### src/rtl/fq_ps2_pkg.sv
// Shared definitions for the PS/2 button receiver.
// Contents: scan-code constants, frame FSM state encoding, button index constants and the
// {extended, byte} -> button lookup used by the decoder.
package fq_ps2_pkg;

   // Prefix bytes
   localparam logic [7:0] SC_BREAK = 8'hF0;
   localparam logic [7:0] SC_EXT   = 8'hE0;

   // team1 keys (W/S/A/D), non-extended
   localparam logic [7:0] SC_T1_VU = 8'h1D;
   localparam logic [7:0] SC_T1_VD = 8'h1B;
   localparam logic [7:0] SC_T1_HL = 8'h1C;
   localparam logic [7:0] SC_T1_HR = 8'h23;

   // team2 keys (arrow keys), E0-prefixed
   localparam logic [7:0] SC_T2_VU = 8'h75;
   localparam logic [7:0] SC_T2_VD = 8'h72;
   localparam logic [7:0] SC_T2_HL = 8'h6B;
   localparam logic [7:0] SC_T2_HR = 8'h74;

   // Button indices into the held-state vector
   localparam logic [2:0] BTN_T1_VU = 3'd0;
   localparam logic [2:0] BTN_T1_VD = 3'd1;
   localparam logic [2:0] BTN_T1_HL = 3'd2;
   localparam logic [2:0] BTN_T1_HR = 3'd3;
   localparam logic [2:0] BTN_T2_VU = 3'd4;
   localparam logic [2:0] BTN_T2_VD = 3'd5;
   localparam logic [2:0] BTN_T2_HL = 3'd6;
   localparam logic [2:0] BTN_T2_HR = 3'd7;

   typedef enum logic [1:0] {
      StIdle,
      StData,
      StParity,
      StStop
   } frame_state_e;

   typedef struct packed {
      logic       hit;
      logic [2:0] idx;
   } key_hit_t;

   // Map an {extended, byte} pair to a button. Anything not listed is unmapped.
   function automatic key_hit_t key_lookup(input logic ext, input logic [7:0] sc);
      key_hit_t r;
      r.hit = 1'b1;
      r.idx = 3'd0;
      case ({ext, sc})
         {1'b0, SC_T1_VU}: r.idx = BTN_T1_VU;
         {1'b0, SC_T1_VD}: r.idx = BTN_T1_VD;
         {1'b0, SC_T1_HL}: r.idx = BTN_T1_HL;
         {1'b0, SC_T1_HR}: r.idx = BTN_T1_HR;
         {1'b1, SC_T2_VU}: r.idx = BTN_T2_VU;
         {1'b1, SC_T2_VD}: r.idx = BTN_T2_VD;
         {1'b1, SC_T2_HL}: r.idx = BTN_T2_HL;
         {1'b1, SC_T2_HR}: r.idx = BTN_T2_HR;
         default:          r.hit = 1'b0;
      endcase
      return r;
   endfunction

endpackage

### src/rtl/ps2_frame_rx.sv
// PS/2 frame receiver (keyboard-to-host direction).
// Synchronises both pins, debounces ps2_clk, and deserialises 11-bit frames
// (start, 8 data LSB first, odd parity, stop) with a mid-frame inactivity timeout.
// Ports:
//   clk, rst        system clock, synchronous active-high reset
//   ps2_clk         raw PS/2 clock pin (asynchronous)
//   ps2_data        raw PS/2 data pin (asynchronous)
//   code            last good byte, held until the next good byte
//   code_valid      one-cycle pulse with each good byte
//   frame_error     one-cycle pulse on parity, stop or timeout failure
module ps2_frame_rx
   import fq_ps2_pkg::*;
#(
   parameter int unsigned FILTER_LEN     = 8,
   parameter int unsigned TIMEOUT_CYCLES = 50000
) (
   input  logic       clk,
   input  logic       rst,
   input  logic       ps2_clk,
   input  logic       ps2_data,
   output logic [7:0] code,
   output logic       code_valid,
   output logic       frame_error
);

   localparam int unsigned FW = $clog2(FILTER_LEN) + 1;
   localparam int unsigned TW = $clog2(TIMEOUT_CYCLES + 1);

   logic clk_meta_q, clk_sync_q, data_meta_q, data_sync_q;
   logic          filt_q, filt_d;
   logic [FW-1:0] fcnt_q, fcnt_d;
   logic          fall;

   frame_state_e  state_q, state_d;
   logic [2:0]    bit_cnt_q, bit_cnt_d;
   logic [7:0]    shift_q, shift_d;
   logic          parity_q, parity_d;
   logic [TW-1:0] tmo_q, tmo_d;
   logic [7:0]    code_q, code_d;
   logic          valid_q, valid_d;
   logic          err_q, err_d;

   // Two-flop synchronisers; idle bus level is high.
   always_ff @(posedge clk) begin
      if (rst) begin
         clk_meta_q  <= 1'b1;
         clk_sync_q  <= 1'b1;
         data_meta_q <= 1'b1;
         data_sync_q <= 1'b1;
      end else begin
         clk_meta_q  <= ps2_clk;
         clk_sync_q  <= clk_meta_q;
         data_meta_q <= ps2_data;
         data_sync_q <= data_meta_q;
      end
   end

   // Filtered clock only follows the synchronised pin after FILTER_LEN consecutive cycles
   // at the new level; shorter excursions reset the count.
   always_comb begin
      filt_d = filt_q;
      fcnt_d = '0;
      fall   = 1'b0;
      if (clk_sync_q != filt_q) begin
         if (fcnt_q == FW'(FILTER_LEN - 1)) begin
            filt_d = clk_sync_q;
            fall   = filt_q;
         end else begin
            fcnt_d = fcnt_q + FW'(1);
         end
      end
   end

   always_comb begin
      state_d   = state_q;
      bit_cnt_d = bit_cnt_q;
      shift_d   = shift_q;
      parity_d  = parity_q;
      code_d    = code_q;
      valid_d   = 1'b0;
      err_d     = 1'b0;

      if (fall || state_q == StIdle) begin
         tmo_d = '0;
      end else begin
         tmo_d = tmo_q + TW'(1);
      end

      case (state_q)
         StIdle: begin
            if (fall && !data_sync_q) begin
               state_d   = StData;
               bit_cnt_d = 3'd0;
            end
         end
         StData: begin
            if (fall) begin
               shift_d   = {data_sync_q, shift_q[7:1]};
               bit_cnt_d = bit_cnt_q + 3'd1;
               if (bit_cnt_q == 3'd7) begin
                  state_d = StParity;
               end
            end
         end
         StParity: begin
            if (fall) begin
               parity_d = data_sync_q;
               state_d  = StStop;
            end
         end
         StStop: begin
            if (fall) begin
               state_d = StIdle;
               if ((^{shift_q, parity_q}) && data_sync_q) begin
                  code_d  = shift_q;
                  valid_d = 1'b1;
               end else begin
                  err_d = 1'b1;
               end
            end
         end
         default: state_d = StIdle;
      endcase

      // Abort a stalled frame; an edge on this same cycle restarts the count instead.
      if (state_q != StIdle && !fall && tmo_q == TW'(TIMEOUT_CYCLES - 1)) begin
         state_d = StIdle;
         err_d   = 1'b1;
         tmo_d   = '0;
      end
   end

   always_ff @(posedge clk) begin
      if (rst) begin
         filt_q    <= 1'b1;
         fcnt_q    <= '0;
         state_q   <= StIdle;
         bit_cnt_q <= 3'd0;
         shift_q   <= 8'h00;
         parity_q  <= 1'b0;
         tmo_q     <= '0;
         code_q    <= 8'h00;
         valid_q   <= 1'b0;
         err_q     <= 1'b0;
      end else begin
         filt_q    <= filt_d;
         fcnt_q    <= fcnt_d;
         state_q   <= state_d;
         bit_cnt_q <= bit_cnt_d;
         shift_q   <= shift_d;
         parity_q  <= parity_d;
         tmo_q     <= tmo_d;
         code_q    <= code_d;
         valid_q   <= valid_d;
         err_q     <= err_d;
      end
   end

   assign code        = code_q;
   assign code_valid  = valid_q;
   assign frame_error = err_q;

endmodule

### src/rtl/ps2_button_receiver.sv
// PS/2 keyboard to eight held-level button signals for game_controller.
// Decodes F0 (break) and E0 (extended) prefixes and maps W/S/A/D to team1 and the
// arrow keys to team2.
// Ports:
//   clk, rst                      system clock (50 MHz), synchronous active-high reset
//   ps2_clk, ps2_data             raw PS/2 pins (asynchronous)
//   team1_*_button, team2_*_button  held state per key (ACTIVE_LEVEL while held)
//   code, code_valid, frame_error   receiver status from the frame layer
module ps2_button_receiver
   import fq_ps2_pkg::*;
#(
   parameter int unsigned FILTER_LEN     = 8,
   parameter int unsigned TIMEOUT_CYCLES = 50000,
   parameter logic        ACTIVE_LEVEL   = 1'b1
) (
   input  logic       clk,
   input  logic       rst,
   input  logic       ps2_clk,
   input  logic       ps2_data,
   output logic       team1_vu_button,
   output logic       team1_vd_button,
   output logic       team1_hl_button,
   output logic       team1_hr_button,
   output logic       team2_vu_button,
   output logic       team2_vd_button,
   output logic       team2_hl_button,
   output logic       team2_hr_button,
   output logic       code_valid,
   output logic [7:0] code,
   output logic       frame_error
);

   logic       break_q, break_d;
   logic       ext_q, ext_d;
   logic [7:0] held_q, held_d;
   key_hit_t   hit;

   ps2_frame_rx #(
      .FILTER_LEN     (FILTER_LEN),
      .TIMEOUT_CYCLES (TIMEOUT_CYCLES)
   ) u_frame_rx (
      .clk         (clk),
      .rst         (rst),
      .ps2_clk     (ps2_clk),
      .ps2_data    (ps2_data),
      .code        (code),
      .code_valid  (code_valid),
      .frame_error (frame_error)
   );

   always_comb begin
      break_d = break_q;
      ext_d   = ext_q;
      held_d  = held_q;
      hit     = key_lookup(ext_q, code);
      if (frame_error) begin
         break_d = 1'b0;
         ext_d   = 1'b0;
      end else if (code_valid) begin
         if (code == SC_BREAK) begin
            break_d = 1'b1;
         end else if (code == SC_EXT) begin
            ext_d = 1'b1;
         end else begin
            // Typematic repeats rewrite the same value, so held keys stay put.
            if (hit.hit) begin
               held_d[hit.idx] = ~break_q;
            end
            break_d = 1'b0;
            ext_d   = 1'b0;
         end
      end
   end

   always_ff @(posedge clk) begin
      if (rst) begin
         break_q <= 1'b0;
         ext_q   <= 1'b0;
         held_q  <= 8'h00;
      end else begin
         break_q <= break_d;
         ext_q   <= ext_d;
         held_q  <= held_d;
      end
   end

   assign team1_vu_button = held_q[BTN_T1_VU] ? ACTIVE_LEVEL : ~ACTIVE_LEVEL;
   assign team1_vd_button = held_q[BTN_T1_VD] ? ACTIVE_LEVEL : ~ACTIVE_LEVEL;
   assign team1_hl_button = held_q[BTN_T1_HL] ? ACTIVE_LEVEL : ~ACTIVE_LEVEL;
   assign team1_hr_button = held_q[BTN_T1_HR] ? ACTIVE_LEVEL : ~ACTIVE_LEVEL;
   assign team2_vu_button = held_q[BTN_T2_VU] ? ACTIVE_LEVEL : ~ACTIVE_LEVEL;
   assign team2_vd_button = held_q[BTN_T2_VD] ? ACTIVE_LEVEL : ~ACTIVE_LEVEL;
   assign team2_hl_button = held_q[BTN_T2_HL] ? ACTIVE_LEVEL : ~ACTIVE_LEVEL;
   assign team2_hr_button = held_q[BTN_T2_HR] ? ACTIVE_LEVEL : ~ACTIVE_LEVEL;

endmodule

### config.mk
export PLATFORM = sky130hd
export DESIGN_NAME = ps2_button_receiver
export DESIGN_NICKNAME = d
export VERILOG_FILES = /design/src/rtl/fq_ps2_pkg.sv /design/src/rtl/ps2_frame_rx.sv /design/src/rtl/ps2_button_receiver.sv
export SDC_FILE = /design/constraint.sdc
export NUM_CORES = 1
export LEC_CHECK = 0
export ABC_AREA = 1
export CAP_MARGIN = 20
export CELL_PAD_IN_SITES_DETAIL_PLACEMENT = 2
export CELL_PAD_IN_SITES_GLOBAL_PLACEMENT = 2
export CORE_MARGIN = 10
export CORE_UTILIZATION = 35
export CTS_CLUSTER_DIAMETER = 30
export DETAILED_ROUTE_END_ITERATION = 12
export PLACE_DENSITY = 0.84
export RECOVER_POWER = 50
export SLEW_MARGIN = 20
export SYNTH_ARGS = -nofsm -noshare
export SYNTH_HDL_FRONTEND = slang
export SYNTH_SLANG_ARGS = --single-unit
### constraint.sdc
create_clock -name clk -period 2.9 [get_ports clk]
set_input_delay 0.29 -clock clk [delete_from_list [all_inputs] [get_ports clk]]
set_output_delay 0.29 -clock clk [all_outputs]
set_load 0.1 [all_outputs]
After elaboration in Yosys (flattened, before gate mapping)
Cells that the tools add are included.

storage, ports and cells
  register bits = 59
  latch bits = 0
  memory bits (writable) = 0
  bits in read-only memories = 0
  output and inout bits = 18
  word-level logic and storage cells = 111
  memories = 0

operators by class
  add/subtract/negate cells = 3
  multipliers = 0
  divide/modulo/power cells = 0
  $lt $le $gt $ge = 2
  eq/ne operators = 23
  shifts and indexed selects = 0
  muxes and demuxes = 32
  bitwise logic cells = 7
  reduce and logical (&&, ||, !) cells = 27

operators with widths
  cell                                                    count
  == test 9 bit (second input constant)                   4
  == test 9 x 5 -> 1 bit (second input constant)          3
  one-hot mux 3 bit (7 select lines)                      1
  two-way mux 1 bit                                       20
  adder 16 x 1 -> 16 bit (second input constant)          1
  == test 16 bit (second input constant)                  1
  == test 8 bit (second input constant)                   2
  two-way mux 2 bit                                       5
  AND reduction 2 bit                                     5
  AND reduction 5 bit                                     2
  == test 9 x 6 -> 1 bit (second input constant)          1
  OR reduction 3 bit                                      3
  parity 9 bit                                            1
  bitwise mux 8 bit                                       1
  inequality test 2 x 1 -> 1 bit (second input constant)  4
  one-hot mux 2 bit (4 select lines)                      1
  OR reduction 8 bit                                      1
  inverter 1 bit                                          7
  two-way mux 3 bit                                       2
  one-hot mux 3 bit (2 select lines)                      1
  AND reduction 3 bit                                     2
  logical AND 1 bit                                       5
  adder 4 x 1 -> 4 bit (second input constant)            1
  == test 2 bit (second input constant)                   2
  other kinds (14)                                        18

Depth between registers and ports, before layout
  word-level depth = 7
  gate-level depth with buffers = 12
  depth with buffers taken out = 12

By module
From an unflattened synthesis, not the netlist that was laid out.

unflattened totals
  cells, all modules = 493
  area, all modules = 3430.8 um^2

by module, submodules not included
  module               instances  cells each  area each (um^2)
  ps2_frame_rx         1          327         2466.1
  ps2_button_receiver  1          166         964.7

Least setup slack after synthesis
No wires, ideal clock.

  path kind = reg-to-reg
  start point = reg u_frame_rx.code_q[2] (netlist: u_frame_rx.code[2])
  end point = reg held_q[4]
  library setup time = 0.119 ns
  arrival = 2.040 ns
  required time = 2.781 ns
  slack = 0.742 ns
  cell stages (with the launch flop) = 12
  buffers on the path = 0
  path through = dfxtp_1 -> inv_1 -> nand2_1 -> nor2_1 -> nand2_1 -> nand3_1 -> nor2_1 -> nand3_1 -> inv_1 -> nand3_1 -> nand2_1 -> nor2_1

between the ends
  word-level cells in the longest chain between the ends = 7

RTL lines
  what                                                                                                                     RTL line                   source
  from (decl)                                                                                                              ps2_frame_rx.sv:39         logic [7:0] code_q, code_d;
  from (signal assigned)                                                                                                   ps2_frame_rx.sv:153        code_q <= code_d;
  == test 9 bit (tied with other cells)                                                                                    fq_ps2_pkg.sv:49           case ({ext, sc})
  one-hot mux 3 bit (7 select lines)                                                                                       fq_ps2_pkg.sv:49
  less-than comparator 3 x 4 -> 1 bit (not written as such) or greater-or-equal comparator 3 x 1 -> 1 bit (tied branches)  ps2_button_receiver.sv:67  held_d[hit.idx] = ~break_q;
  logical AND 1 bit (not written as such)                                                                                  ps2_button_receiver.sv:67
  two-way mux 1 bit (not written as such)                                                                                  ps2_button_receiver.sv:67
  demux 1 bit (select 3 bit)                                                                                               ps2_button_receiver.sv:67
  bitwise mux 8 bit                                                                                                        ps2_button_receiver.sv:67
  to (signal assigned)                                                                                                     ps2_button_receiver.sv:83  held_q <= held_d;
  to (decl)                                                                                                                ps2_button_receiver.sv:35  logic [7:0] held_q, held_d;

Several ways; a longest one is shown, not always the timed one.
A chain may end at the register's enable or synchronous reset.

Worst setup path in the final report
  start point = reg u_frame_rx.fcnt_q[0]
  end point = reg u_frame_rx.tmo_q[4]

between the ends
  word-level cells in the longest chain between the ends = 7

RTL lines
  what                              RTL line             source
  from (decl)                       ps2_frame_rx.sv:31   logic [FW-1:0] fcnt_q, fcnt_d;
  from (signal assigned)            ps2_frame_rx.sv:147  fcnt_q <= fcnt_d;
  == test 4 x 3 -> 1 bit (*)        ps2_frame_rx.sv:65   if (fcnt_q == FW'(FILTER_LEN - 1)) begin
  two-way mux 1 bit (*)             ps2_frame_rx.sv:65
  two-way mux 1 bit (*)             ps2_frame_rx.sv:64   if (clk_sync_q != filt_q) begin
  zero test 1 bit                   ps2_frame_rx.sv:126  if (state_q != StIdle && !fall && tmo_q == TW'(TIMEOUT_CYCLES - 1)) begin
  logical AND 1 bit (2 in a row)    ps2_frame_rx.sv:126
  OR reduction 3 bit (no line) (*)  -
  to (signal assigned)              ps2_frame_rx.sv:152  tmo_q <= tmo_d;
  to (decl)                         ps2_frame_rx.sv:38   logic [TW-1:0] tmo_q, tmo_d;

Every way passes the cells marked *; elsewhere a longest branch is shown, timed or not.

==> impl_metrics.sql <==
INSERT INTO impl_metrics (metric_group, metric, value, unit) VALUES
('status', 'outcome', 'finished clean', ''),
('die', 'count_of_pins_on_the_block_boundary', '22', ''),
('clock_tree', 'clock_tree.buffer_depth', '2', ''),
('worst_setup_path', 'start_kind', 'flop', ''),
('grt', 'gr-total-overflow', '0', ''),
('min_path', 'hold_start', 'u_frame_rx.clk_meta_q', ''),
('route', 'drt_iter0_drc', '63', ''),
('timing', 'setup-violations-final', '0', ''),
('power', 'finalPower', '1.53', 'mW'),
('timing', 'period_needed', '2.25', 'ns'),
('worst_setup_path', 'startpoint_of_the_worst_register_to_register_path', 'u_frame_rx.fcnt_q[0]', ''),
('final_layout', 'fillerInstances', '1094', ''),
('final_layout', 'antenna_cells', '0', ''),
('place', 'hpwl', '6800', 'um'),
('clock_tree', 'cts_setup_buffers', '0', ''),
('die', 'die_area', '13100', 'um2'),
('yosys', 'synth-compound-area-share', '5.87', '%'),
('final_layout', 'mostFrequentLayoutCells', '114 x sky130_fd_sc_hd__nand2_1, 83 x sky130_fd_sc_hd__nor2_1, 64 x sky130_fd_sc_hd__inv_1', ''),
('route', 'drc_errors', '0', ''),
('grt', 'vias_in_the_first_global_route', '3173', ''),
('worst_setup_path', 'crit-reg2reg-capture', 'u_frame_rx.tmo_q[4]', ''),
('die', 'floorplan.die.width', '114', 'um'),
('yosys', 'ys_seq_area_share', '37.9', '%'),
('yosys', 'synth_xor_xnor_area_share', '3.94', '%'),
('route', 'drtPass1Iterations', '4', ''),
('clock_tree', 'clock_tree.htree_level_count', '3', ''),
('timing', 'final_max_slew_viols', '0', ''),
('grt', 'grt_antenna_before_repair', '0', ''),
('worst_setup_path', 'cp.arrival', '2.49', 'ns'),
('yosys', 'synthesis.nets', '473', ''),
('die', 'dieHeight', '114', 'um'),
('place', 'place.gp.congestion', '0.825', ''),
('timing', 'max-slew-margin-rel', '20.4', '%'),
('run', 'drv.max_cap_violation_count', '0', ''),
('final_layout', 'drive_above_1_share', '8.94', '%'),
('final_layout', 'sequential_cell_area', '1180', 'um2'),
('yosys', 'yosys.area_share.simple', '40.1', '%'),
('worst_setup_path', 'timing.critical_path.cells', 'ha_1 > nand3_1 > nor3_4 > nor2_4 > nand4_2 > and2_4 > nand2_1 > a21oi_1', ''),
('timing', 'post_route_setup_tns', '0', 'ns'),
('die', 'area_of_the_core', '8680', 'um2'),
('yosys', 'synthTopCellsByArea', 'sky130_fd_sc_hd__dfxtp_1 38%, sky130_fd_sc_hd__nand2_1 14%, sky130_fd_sc_hd__nor2_1 10%', ''),
('yosys', 'number_of_different_library_cells_in_the_post_synthesis_netlist', '30', ''),
('route', 'detailroute.via_count', '2934', ''),
('route', 'wl_per_cell', '15.0', 'um'),
('route', 'route.antenna.remaining_nets', '0', ''),
('worst_setup_path', 'crit_path_end_kind', 'flop', ''),
('yosys', 'synthAdderAreaFrac', '3.22', '%'),
('clock_tree', 'tritoncts', 'built', ''),
('power', 'power.leakage', '1.46', 'nW'),
('worst_setup_path', 'critPathMaxStageDelay', '0.42', 'ns'),
('grt', 'grtUsageTotal', '14.5', '%'),
('route', 'detail_route.vias_per_cell', '4.89', ''),
('yosys', 'synth.area.mux_share', '0', '%'),
('timing', 'worstMarginPinSlew', '1.20', 'ns'),
('yosys', 'async_flop_share', '0', '%'),
('timing', 'fmax', '445', 'MHz'),
('yosys', 'synth_enable_flop_cells', '0', ''),
('power', 'power.ir.vdd_worst', '0.278', 'mV'),
('timing', 'period_share', '77.5', '%'),
('min_path', 'min_delay_path_depth', '1', ''),
('min_path', 'whs_endpoint', 'u_frame_rx.clk_sync_q', ''),
('clock_tree', 'clk_root_buffer_cell', 'sky130_fd_sc_hd__clkbuf_8', ''),
('yosys', 'syn_std_cell_area', '3110', 'um2'),
('yosys', 'synthCells', '461', ''),
('timing', 'clock_skew', '0.00793', 'ns'),
('final_layout', 'layout-area-overhead-vs-synth', '11.7', '%'),
('yosys', 'dominantRegCellSynth', 'sky130_fd_sc_hd__dfxtp_1', ''),
('worst_setup_path', 'worst-r2r-setup-slack', '0.65', 'ns'),
('grt', 'global_route_wire_length_before_repair', '15600', 'um'),
('clock_tree', 'cts_num_sinks', '59', ''),
('yosys', 'top_area_cell_type_share_of_the_netlist_area', '37.9', '%');
## worst max-delay path: cells and delay by family, from the launching register on
family | cells | cell delay, ns
adders and majority gates | 1 | 0.21
AOI/OAI and AO/OA | 1 | 0.30
and+or+nand+nor | 6 | 1.29
DFF | 1 | 0.36
## power breakdown
group / total [mW] / internal [mW] / switching [mW]
logic: 0.0294 / 0.0118 / 0.0176
registers: 0.817 / 0.813 / 0.00379
clock network: 0.681 / 0.356 / 0.326
total: 1.53 / 1.18 / 0.347
## Yosys cell counts, types with 2 or more instances
cell type	instances
sky130_fd_sc_hd__nand3_2	4
sky130_fd_sc_hd__nand3_1	25
sky130_fd_sc_hd__xnor2_1	5
sky130_fd_sc_hd__dfxtp_1	59
sky130_fd_sc_hd__nor2_2	12
sky130_fd_sc_hd__o21ai_0	16
sky130_fd_sc_hd__nand2_1	113
sky130_fd_sc_hd__ha_1	8
sky130_fd_sc_hd__nand4_1	17
sky130_fd_sc_hd__xor2_1	9
sky130_fd_sc_hd__nor2_1	83
sky130_fd_sc_hd__or2_2	4
sky130_fd_sc_hd__nor2_4	3
sky130_fd_sc_hd__nand2_2	2
sky130_fd_sc_hd__nor3_4	2
sky130_fd_sc_hd__inv_2	2
sky130_fd_sc_hd__a21oi_1	19
sky130_fd_sc_hd__inv_1	63
sky130_fd_sc_hd__clkbuf_1	4
## metrics by stage
stage | instance area [um2] | cells | setup slack, ns | utilization (%) | hold slack, ns
global route | 3480 | 600 | 0.435 | 40.1 | 0.438
detailed placement | 3390 | 584 | 0.976 | 39.0 | 0.409
CTS | 3560 | 600 | 0.940 | 41.0 | 0.425
floorplan | 3110 | 461 | 0.742 | - | 0.389
global placement | 3390 | 584 | 1.12 | 39.0 | 0.392
finish | 3480 | 600 | 0.654 | 40.1 | 0.420
## worst max path at each step
stage	endpoint	slack, ns	depth (start not counted)	start
final	u_frame_rx.tmo_q[4]	0.65	8	u_frame_rx.fcnt_q[0]
after global routing	u_frame_rx.tmo_q[4]	0.43	8	u_frame_rx.fcnt_q[0]
after CTS	u_frame_rx.shift_q[0]	0.94	6	u_frame_rx.fcnt_q[0]
after detailed placement	u_frame_rx.shift_q[0]	0.98	6	u_frame_rx.fcnt_q[0]
after global placement	u_frame_rx.fcnt_q[3]	1.12	5	rst
after floorplan	held_q[4]	0.74	11	u_frame_rx.code[2]
## area by class of cell
| class | count | area share [%] |
|---|---|---|
| Timing Repair Buffer | 22 | 3.02 |
| Clock inverter | 2 | 0.288 |
| Multi-Input combinational cell | 330 | 47.2 |
| Sequential cell | 59 | 34.0 |
| Inverter | 65 | 7.01 |
| Clock buffer | 14 | 4.68 |
| Tap cell | 108 | 3.88 |
## flip-flops by register name, summed over array words and instances (netlist names), 2 cells and up
register,flops
u_frame_rx.shift_q,8
u_frame_rx.tmo_q,16
held_q,8
u_frame_rx.bit_cnt_q,3
u_frame_rx.code,8
u_frame_rx.fcnt_q,4
u_frame_rx.state_q,2
## routing by layer
metal | track usage, % | vias up | part of all wire (%)
met4 | 3.76 | 0 | 1.1
met5 | 0 | - | 0
met2 | 24.6 | 25 | 49
met3 | 3.35 | 9 | 2.7
li1 | - | 1490 | -
met1 | 17.9 | 1410 | 47
## logic make-up (layout without fill, tap and decap cells)
family / Yosys count / in the layout
and+or+nand+nor: 272 / 272
buffers and inverters: 72 / 103
DFF: 59 / 59
AOI/OAI and AO/OA: 36 / 36
xor gates and xnor gates: 14 / 14
adders and majority gates: 8 / 8
(Power assumes the default switching activity.)
